### config.mk
export PLATFORM = sky130hd
export DESIGN_NAME = alu_pipe
export DESIGN_NICKNAME = d
export VERILOG_FILES = /design/src/rtl/alu_pkg.sv /design/src/rtl/alu_mul_seq.sv /design/src/rtl/alu_pipe.sv
export SDC_FILE = /design/constraint.sdc
export NUM_CORES = 1
export LEC_CHECK = 0
export ABC_CLOCK_PERIOD_IN_PS = 3300
export BUFFER_PORTS_ARGS = -buffer_cell sky130_fd_sc_hd__buf_2
export CELL_PAD_IN_SITES_DETAIL_PLACEMENT = 1
export CELL_PAD_IN_SITES_GLOBAL_PLACEMENT = 2
export CORE_MARGIN = 3
export CORE_UTILIZATION = 38
export CTS_BUF_LIST = sky130_fd_sc_hd__clkbuf_16
export DETAILED_ROUTE_END_ITERATION = 7
export GPL_ROUTABILITY_DRIVEN = 0
export PLACE_DENSITY_LB_ADDON = 0.05
export SLEW_MARGIN = 20
export SYNTH_ARGS = -nofsm -noshare
export SYNTH_HDL_FRONTEND = slang
export SYNTH_HIERARCHICAL = 1
export SYNTH_SLANG_ARGS = --single-unit
### constraint.sdc
create_clock -name clk -period 3.3 [get_ports clk]
set_clock_uncertainty 0.1 [all_clocks]
set_input_delay 0.825 -clock clk [delete_from_list [all_inputs] [get_ports clk]]
set_output_delay 0.825 -clock clk [all_outputs]
set_load 0.03 [all_outputs]
### src/rtl/alu_pkg.sv
// alu_pkg -- shared types for the pipelined ALU.
//   alu_op_e    : 3-bit operation select carried on alu_pipe.opcode
//   alu_state_e : control FSM states of alu_pipe
package alu_pkg;

  typedef enum logic [2:0] {
    OP_ADD = 3'd0,
    OP_SUB = 3'd1,
    OP_AND = 3'd2,
    OP_OR  = 3'd3,
    OP_XOR = 3'd4,
    OP_SHL = 3'd5,
    OP_SHR = 3'd6,
    OP_MUL = 3'd7
  } alu_op_e;

  typedef enum logic [1:0] {
    IDLE = 2'd0,
    MUL  = 2'd1,
    HOLD = 2'd2
  } alu_state_e;

endpackage

### src/rtl/alu_mul_seq.sv
// alu_mul_seq -- sequential shift-add unsigned multiplier.
// Ports:
//   clk, rst_n     : clock, asynchronous active-low reset (aborts a run)
//   start          : load a/b and begin; takes exactly WIDTH cycles
//   a, b           : operands, sampled only on start
//   done           : single-cycle pulse in the last iteration cycle
//   product        : full 2*WIDTH-bit product, valid while done is high
module alu_mul_seq #(
  parameter int WIDTH = 8
) (
  input  logic                 clk,
  input  logic                 rst_n,
  input  logic                 start,
  input  logic [WIDTH-1:0]     a,
  input  logic [WIDTH-1:0]     b,
  output logic                 done,
  output logic [2*WIDTH-1:0]   product
);

  localparam int CNT_W = $clog2(WIDTH + 1);
  localparam logic [CNT_W-1:0] LAST = CNT_W'(WIDTH - 1);

  logic                 busy_reg;
  logic [CNT_W-1:0]     cnt_reg;
  logic [2*WIDTH-1:0]   mcand_reg;
  logic [WIDTH-1:0]     mplier_reg;
  logic [2*WIDTH-1:0]   acc_reg;
  logic [2*WIDTH-1:0]   addend;
  logic [2*WIDTH-1:0]   acc_next;

  // Partial product: shifted multiplicand gated by the current multiplier LSB.
  generate
    for (genvar gi = 0; gi < 2*WIDTH; gi++) begin : g_addend
      assign addend[gi] = mcand_reg[gi] & mplier_reg[0];
    end
  endgenerate

  assign acc_next = acc_reg + addend;

  // The final accumulation is exposed combinationally so the owner can
  // capture the product on the same edge that retires the last iteration.
  assign done    = busy_reg && (cnt_reg == LAST);
  assign product = acc_next;

  always_ff @(posedge clk or negedge rst_n) begin
    if (!rst_n) begin
      busy_reg   <= 1'b0;
      cnt_reg    <= '0;
      mcand_reg  <= '0;
      mplier_reg <= '0;
      acc_reg    <= '0;
    end else if (start) begin
      busy_reg   <= 1'b1;
      cnt_reg    <= '0;
      mcand_reg  <= {{WIDTH{1'b0}}, a};
      mplier_reg <= b;
      acc_reg    <= '0;
    end else if (busy_reg) begin
      acc_reg    <= acc_next;
      mcand_reg  <= mcand_reg << 1;
      mplier_reg <= mplier_reg >> 1;
      cnt_reg    <= cnt_reg + 1'b1;
      if (cnt_reg == LAST) begin
        busy_reg <= 1'b0;
      end
    end
  end

endmodule

### src/rtl/alu_pipe.sv
// alu_pipe -- valid/ready ALU with one-cycle logic/arith ops and a
// WIDTH-cycle sequential multiply.
// Ports:
//   clk, rst_n                 : clock, asynchronous active-low reset
//   in_valid, in_ready         : request handshake
//   opcode                     : alu_op_e operation select
//   data_a, data_b             : operands
//   out_valid, out_ready       : result handshake
//   result                     : registered result, held until consumed
//   flag_c, flag_z, flag_v     : carry/borrow, zero, signed overflow
module alu_pipe
  import alu_pkg::*;
#(
  parameter int WIDTH = 8
) (
  input  logic             clk,
  input  logic             rst_n,
  input  logic             in_valid,
  output logic             in_ready,
  input  logic [2:0]       opcode,
  input  logic [WIDTH-1:0] data_a,
  input  logic [WIDTH-1:0] data_b,
  output logic             out_valid,
  input  logic             out_ready,
  output logic [WIDTH-1:0] result,
  output logic             flag_c,
  output logic             flag_z,
  output logic             flag_v
);

  localparam int SH_W = (WIDTH > 1) ? $clog2(WIDTH) : 1;

  alu_state_e state_reg, state_next;

  logic [WIDTH-1:0] result_reg;
  logic             c_reg, z_reg, v_reg;

  logic             is_mul;
  logic             load_alu;
  logic             load_mul;
  logic             mul_start;
  logic             mul_done;
  logic [2*WIDTH-1:0] mul_product;

  logic [SH_W-1:0]  sh_amt;
  logic [WIDTH:0]   add_ext, sub_ext, shl_ext;
  logic [WIDTH-1:0] alu_res;
  logic             alu_c, alu_v;
  logic [WIDTH-1:0] mul_res;
  logic             mul_c;

  assign is_mul = (opcode == OP_MUL);

  // ---------------- single-cycle datapath ----------------
  assign sh_amt  = data_b[SH_W-1:0];
  assign add_ext = {1'b0, data_a} + {1'b0, data_b};
  assign sub_ext = {1'b0, data_a} - {1'b0, data_b};
  // Bit WIDTH of the widened shift is the last bit pushed out (0 for shift 0).
  assign shl_ext = {1'b0, data_a} << sh_amt;

  always_comb begin
    alu_res = '0;
    alu_c   = 1'b0;
    alu_v   = 1'b0;
    case (opcode)
      OP_ADD: begin
        alu_res = add_ext[WIDTH-1:0];
        alu_c   = add_ext[WIDTH];
        alu_v   = (data_a[WIDTH-1] == data_b[WIDTH-1]) &&
                  (add_ext[WIDTH-1] != data_a[WIDTH-1]);
      end
      OP_SUB: begin
        alu_res = sub_ext[WIDTH-1:0];
        alu_c   = sub_ext[WIDTH];  // borrow == (a < b) unsigned
        alu_v   = (data_a[WIDTH-1] != data_b[WIDTH-1]) &&
                  (sub_ext[WIDTH-1] != data_a[WIDTH-1]);
      end
      OP_AND: alu_res = data_a & data_b;
      OP_OR:  alu_res = data_a | data_b;
      OP_XOR: alu_res = data_a ^ data_b;
      OP_SHL: begin
        alu_res = shl_ext[WIDTH-1:0];
        alu_c   = shl_ext[WIDTH];
      end
      OP_SHR: alu_res = data_a >> sh_amt;
      default: ;  // OP_MUL goes through the sequential multiplier
    endcase
  end

  // ---------------- multiplier ----------------
  alu_mul_seq #(.WIDTH(WIDTH)) u_mul (
    .clk     (clk),
    .rst_n   (rst_n),
    .start   (mul_start),
    .a       (data_a),
    .b       (data_b),
    .done    (mul_done),
    .product (mul_product)
  );

  assign mul_res = mul_product[WIDTH-1:0];
  assign mul_c   = |mul_product[2*WIDTH-1:WIDTH];

  // ---------------- control FSM ----------------
  always_ff @(posedge clk or negedge rst_n) begin
    if (!rst_n) begin
      state_reg <= IDLE;
    end else begin
      state_reg <= state_next;
    end
  end

  always_comb begin
    state_next = state_reg;
    in_ready   = 1'b0;
    out_valid  = 1'b0;
    load_alu   = 1'b0;
    load_mul   = 1'b0;
    mul_start  = 1'b0;
    case (state_reg)
      IDLE: begin
        in_ready = 1'b1;
        if (in_valid) begin
          state_next = is_mul ? MUL : HOLD;
          load_alu   = !is_mul;
          mul_start  = is_mul;
        end
      end
      MUL: begin
        // Done is only honoured here, so a stray pulse can never create output.
        if (mul_done) begin
          state_next = HOLD;
          load_mul   = 1'b1;
        end
      end
      HOLD: begin
        out_valid = 1'b1;
        if (out_ready) begin
          in_ready = 1'b1;
          if (in_valid) begin
            state_next = is_mul ? MUL : HOLD;
            load_alu   = !is_mul;
            mul_start  = is_mul;
          end else begin
            state_next = IDLE;
          end
        end
      end
      default: state_next = IDLE;
    endcase
  end

  // ---------------- result/flag registers ----------------
  always_ff @(posedge clk or negedge rst_n) begin
    if (!rst_n) begin
      result_reg <= '0;
      c_reg      <= 1'b0;
      z_reg      <= 1'b0;
      v_reg      <= 1'b0;
    end else if (load_alu) begin
      result_reg <= alu_res;
      c_reg      <= alu_c;
      z_reg      <= (alu_res == '0);
      v_reg      <= alu_v;
    end else if (load_mul) begin
      result_reg <= mul_res;
      c_reg      <= mul_c;
      z_reg      <= (mul_res == '0);
      v_reg      <= 1'b0;
    end
  end

  assign result = result_reg;
  assign flag_c = c_reg;
  assign flag_z = z_reg;
  assign flag_v = v_reg;

endmodule

# Yosys cells after proc, flatten, opt, wreduce, memory -nomap -nowiden

Cells that the tools add are included.

Logic and storage cells: 103
Bits in latches: 0
Flip-flop bits (word level): 58
Input bits: 23
Output and inout port bits: 13
ROM bits: 0
Memories kept: 0
Bits in writable memories: 0

Magnitude comparators: 0
Divide/modulo/power cells: 0
Reductions and logical operators: 12
Bitwise logic cells: 19
Shift operators: 2
$add $sub $neg: 4
Equality and inequality tests: 17
Multiply operators: 0
Mux-type cells: 39

Operator list:

| kind                                           | count |
|---|---|
| two-way mux 16 bit                             | 4 |
| case mux 8 bit (7 select lines)                | 1 |
| two-way mux 8 bit                              | 4 |
| two-way mux 1 bit                              | 17 |
| adder 16 bit                                   | 1 |
| bitwise AND 1 bit                              | 16 |
| logical NOT 8 bit                              | 2 |
| == test 3 bit (second input constant)          | 4 |
| two-way mux 2 bit                              | 5 |
| adder 8 x 8 -> 9 bit                           | 1 |
| left shift 8 x 3 -> 9 bit                      | 1 |
| subtractor 8 x 8 -> 9 bit                      | 1 |
| bitwise AND 8 bit                              | 1 |
| two-way mux 4 bit                              | 2 |
| bitwise OR 8 bit                               | 1 |
| case mux 1 bit (2 select lines)                | 4 |
| OR reduction 8 bit                             | 1 |
| >> shifter 8 x 3 -> 8 bit                      | 1 |
| bitwise XOR 8 bit                              | 1 |
| == test 3 x 2 -> 1 bit (second input constant) | 2 |
| != test 2 bit (second input constant)          | 3 |
| case mux 2 bit (3 select lines)                | 1 |
| adder 4 x 1 -> 4 bit (second input constant)   | 1 |
| == test 4 x 3 -> 1 bit (second input constant) | 1 |
| other kinds (12)                               | 17 |

# Depth between registers and ports, before layout

Word-level depth: 6
Gate-level depth with buffers: 14

# Hierarchy

The synthesis kept the hierarchy.

By module, submodules not included:

| module      | instances | area an instance (um2) | seq. area each (um2) | cells an instance |
|---|---|---|---|---|
| alu_mul_seq | 1         | 2935.3                 | 1126.1               | 312 |
| alu_pipe    | 1         | 2321.0                 | 325.3                | 294 |

# Least setup slack after synthesis

No wires, ideal clock.

Kind: input-to-reg
Start: in data_a[0]
End: reg z_reg, in the netlist flag_z
Buffers on the path: 0
Stages: 9
Required time: 3.097 ns
Arrival time: 2.839 ns
Setup slack: 0.258 ns
Cell sequence: ha_1 -> fa_1 -> a21o_1 -> a211oi_1 -> a21oi_1 -> xnor2_1 -> a221o_1 -> or3_1 -> o41ai_2

Cells in the longest elaborated chain, start to end: 4

RTL lines:

| item                                                    | RTL line        | RTL |
|---|---|---|
| from (decl)                                             | alu_pipe.sv:21  | `input logic [WIDTH-1:0] data_a,` |
| subtractor 8 x 8 -> 9 bit, or another cell as far along | alu_pipe.sv:57  | `assign sub_ext = {1'b0, data_a} - {1'b0, data_b};` |
| case mux 8 bit (7 select lines) (*)                     | alu_pipe.sv:65  | `case (opcode)` |
| logical NOT 8 bit (*)                                   | alu_pipe.sv:163 | `z_reg <= (alu_res == '0);` |
| two-way mux 1 bit (*)                                   | alu_pipe.sv:160 | `end else if (load_alu) begin` |
| to (signal assigned)                                    | alu_pipe.sv:163 |  |
| to (signal assigned)                                    | alu_pipe.sv:168 | `z_reg <= (mul_res == '0);` |
| to (decl)                                               | alu_pipe.sv:36  | `logic c_reg, z_reg, v_reg;` |

Mark *: on every way between the ends. The rest lies on a longest branch, timed or not.
A chain may end at the register's enable or synchronous reset.

# Worst setup path in the final report

Ends and elaborated chain as after synthesis.

==> metrics.txt <==
status=completed; Tcrit/Tclk final=a little over nine tenths; clk buf depth=2; Vias/cell=between 5 and 6; Hold Crit Class=flop to flop; yosys warns=6; num rows=42; total track usage=22.9%; Power Dens Cells=between 600 and 700 nW/um^2; drt first pass iters=5; EDFF count, synth=0; Crit Path Class=input port to flop; Initial DRC Count=between 200 and 300; Synth Instances=~610; area grow syn2layout=17.9%; nature of the critical path endpoint=flop; largest net degree at the start of global routing=58; initial core utilization=about two fifths; global route overflow=0; Avg WL per Cell=19.7 microns; Final Util=46.2%; required time worst endpoint=about 3.4 ns; Mapped Area=~5300 sq um; ys async rst share=100%; DRC=0; clock-pin slew on the worst setup and hold paths=~0.05 ns; Syn Nets=slightly below 700; hold path start=state_reg[1]; Synth top area share=27.6%; Slew @ Worst Pin=just over 0.9 ns; I/O Pins=36; min Tclk post-route=approximately 3.1 ns; final setup vio count=0; Clk Latency, worst-skew pair=0.32 ns; port bufs=35; CTS Buf Count=9; die outline height=about 120 microns; Slew HR=roughly two fifths; pre-CTS WS=-0.118 ns; layout cells sized above 1=between 10% and 20%; CP max FO=3; worst vdd ir=between 300 and 400 uV; initial antenna violation count=0; number of synthesized register bits=58; Worst R2R Setup Slack=approximately 0.20 ns; Fin. Hold Viols=0; Max Freq=approximately 320 MHz; Synth cell types=72; post-DP HPWL=13200 microns; ANT cells=0; RSZ-0062 raised after global routing=false; startpoint types=input port; Worst Path Arrival=3.23 ns; Seq/Total Area, Yosys=around 28%; die area=15300 sq um; static leakage=approximately 3.0 nW; Max-Cap Viols=0; Worst Setup SP=data_a[0]; Final #Nets=~740; Total Wirelength=between 15000 and 20000 microns; core area=around 13000 sq um; vias in the first global route=approximately 5.0k; fin. max-slew vios=0; Mapped Avg Cell Area=approximately 8.7 sq um; hold_buf cts=0; first-pass GRT wire length=~27000 microns; PnR Total Power=just over 0.004 W; final worst slack=0.187 ns; dominant cells by area after synthesis=dfrtp_1 28%, ha_1 9.8%, mux2i_1 8.4%; Sink Count=between 50 and 60; die width=124 microns; via count=about 4.9k; CTS tree=done; antenna viol nets, final=0; Synth Flop Type=dfrtp_1; RR Startpoint=u_mul/mplier_reg[0]; H-tree depth=3; CTS root buf=clkbuf_16; leading area contributor after synthesis=dfrtp_1
-- worst paths after layout --
kind,endpoint,depth (start not counted)
setup / recovery,flag_z,12
hold / removal,state_reg[0],1
setup reg to reg,flag_c,13
hold reg to reg,state_reg[0],1
max in group asynchronous,result[0],2
min in group asynchronous,u_mul/acc_reg[2],1
-- worst max-delay path, cell delays in order --
cell	delay [ns]
buf_2	0.10
inv_1	0.06
ha_1	0.23
fa_1	0.41
nor3_1	0.25
a211o_1	0.17
buf_4	0.12
a31oi_1	0.08
and2_1	0.17
xnor2_1	0.19
o2111ai_1	0.25
o41ai_2	0.38
-- what timing repair did --
item | 4_1_cts | 5_1_grt
gates cloned | 0 | 0
setup buffers | 0 | 3
resized for setup | 1 | 1
endpoints found under the setup margin | 1 | 2
pin swaps | 0 | 2
-- area by class of cell --
cell class,count,area (sq um)
tap,176,220
clock inverter,7,62.6
clock buffer,9,225
timing repair buffer,95,638
fill,1601,7210
sequential,58,1450
inverter,35,131
multi-input combinational,476,3460
-- stage by stage --
stage	cell area, sq um	TNS (ns)	hold WS, ns	std cells
detailed placement	5870	-0.199	0.388	837
CTS	6170	0	0.396	853
floorplan	5260	0	0.347	606
global route	6190	0	0.425	856
global placement	5870	-0.132	0.376	837
finish	6190	0	0.391	856
-- metal layers --
layer	track usage, %	vias up	wire [microns]
met3	4.00	13	632
met4	5.40	0	219
li1	-	2318	-
met1	33.1	2419	8480
met2	35.6	107	7500
met5	0	-	0
-- placed cells by master, fill, tap and decap left out, types with 8 or more instances in the layout --
master     instances
a21oi_1           33
nor2_1            55
clkbuf_16          9
and2_1            17
xor2_1            12
xnor2_1           13
a21o_1             9
o21ai_0           35
buf_2             35
inv_1             36
nand2_1           55
mux2i_1           44
nor4_1             8
ha_1              41
nand3_1           11
buf_4             59
a211oi_1          11
dfrtp_1           57
-- report_power, final --
| group | total [W] | internal [W] | switching, W |
|---|---|---|---|
| clock | 0.000896 | 0.000575 | 0.000322 |
| combinational | 0.00200 | 0.000818 | 0.00118 |
| sequential | 0.00117 | 0.000981 | 0.000186 |
-- cell usage after synthesis (all sizes together) (3+ instances only) --
| cell type | number |
|---|---|
| a22o | 3 |
| nand2 | 55 |
| o211ai | 6 |
| a221o | 3 |
| ha | 41 |
| a22oi | 4 |
| nor3 | 7 |
| fa | 3 |
| nand3 | 11 |
| a21oi | 38 |
| a211o | 7 |
| nor2 | 56 |
| and2 | 17 |
| mux4 | 5 |
| and4b | 3 |
| a31oi | 4 |
| nor3b | 4 |
| xor2 | 12 |
| inv | 35 |
| a221oi | 6 |
| a32oi | 3 |
| o21bai | 4 |
| nand4 | 3 |
| o21ai | 39 |
| nor2b | 7 |
| or3 | 5 |
| nand3b | 3 |
| clkbuf | 15 |
| dfrtp | 58 |
| nor4b | 3 |
| a21o | 9 |
| o21a | 5 |
| buf | 22 |
| xnor2 | 13 |
| o2111ai | 4 |
| nor4 | 9 |
| o31ai | 3 |
| nand2b | 7 |
| a211oi | 12 |
| mux2i | 44 |
-- kinds of logic (layout without fill, tap and decap cells) --
family	Yosys count	count (layout)	share of synthesized area (%)
buf+inv	72	146	6.81
simple gates	196	196	18.6
flops	58	58	27.6
fa+ha+maj	44	44	10.9
xor+xnor	25	25	4.17
mux	49	49	10.6
compound gates	162	162	21.4
(Power assumes the default switching activity.)
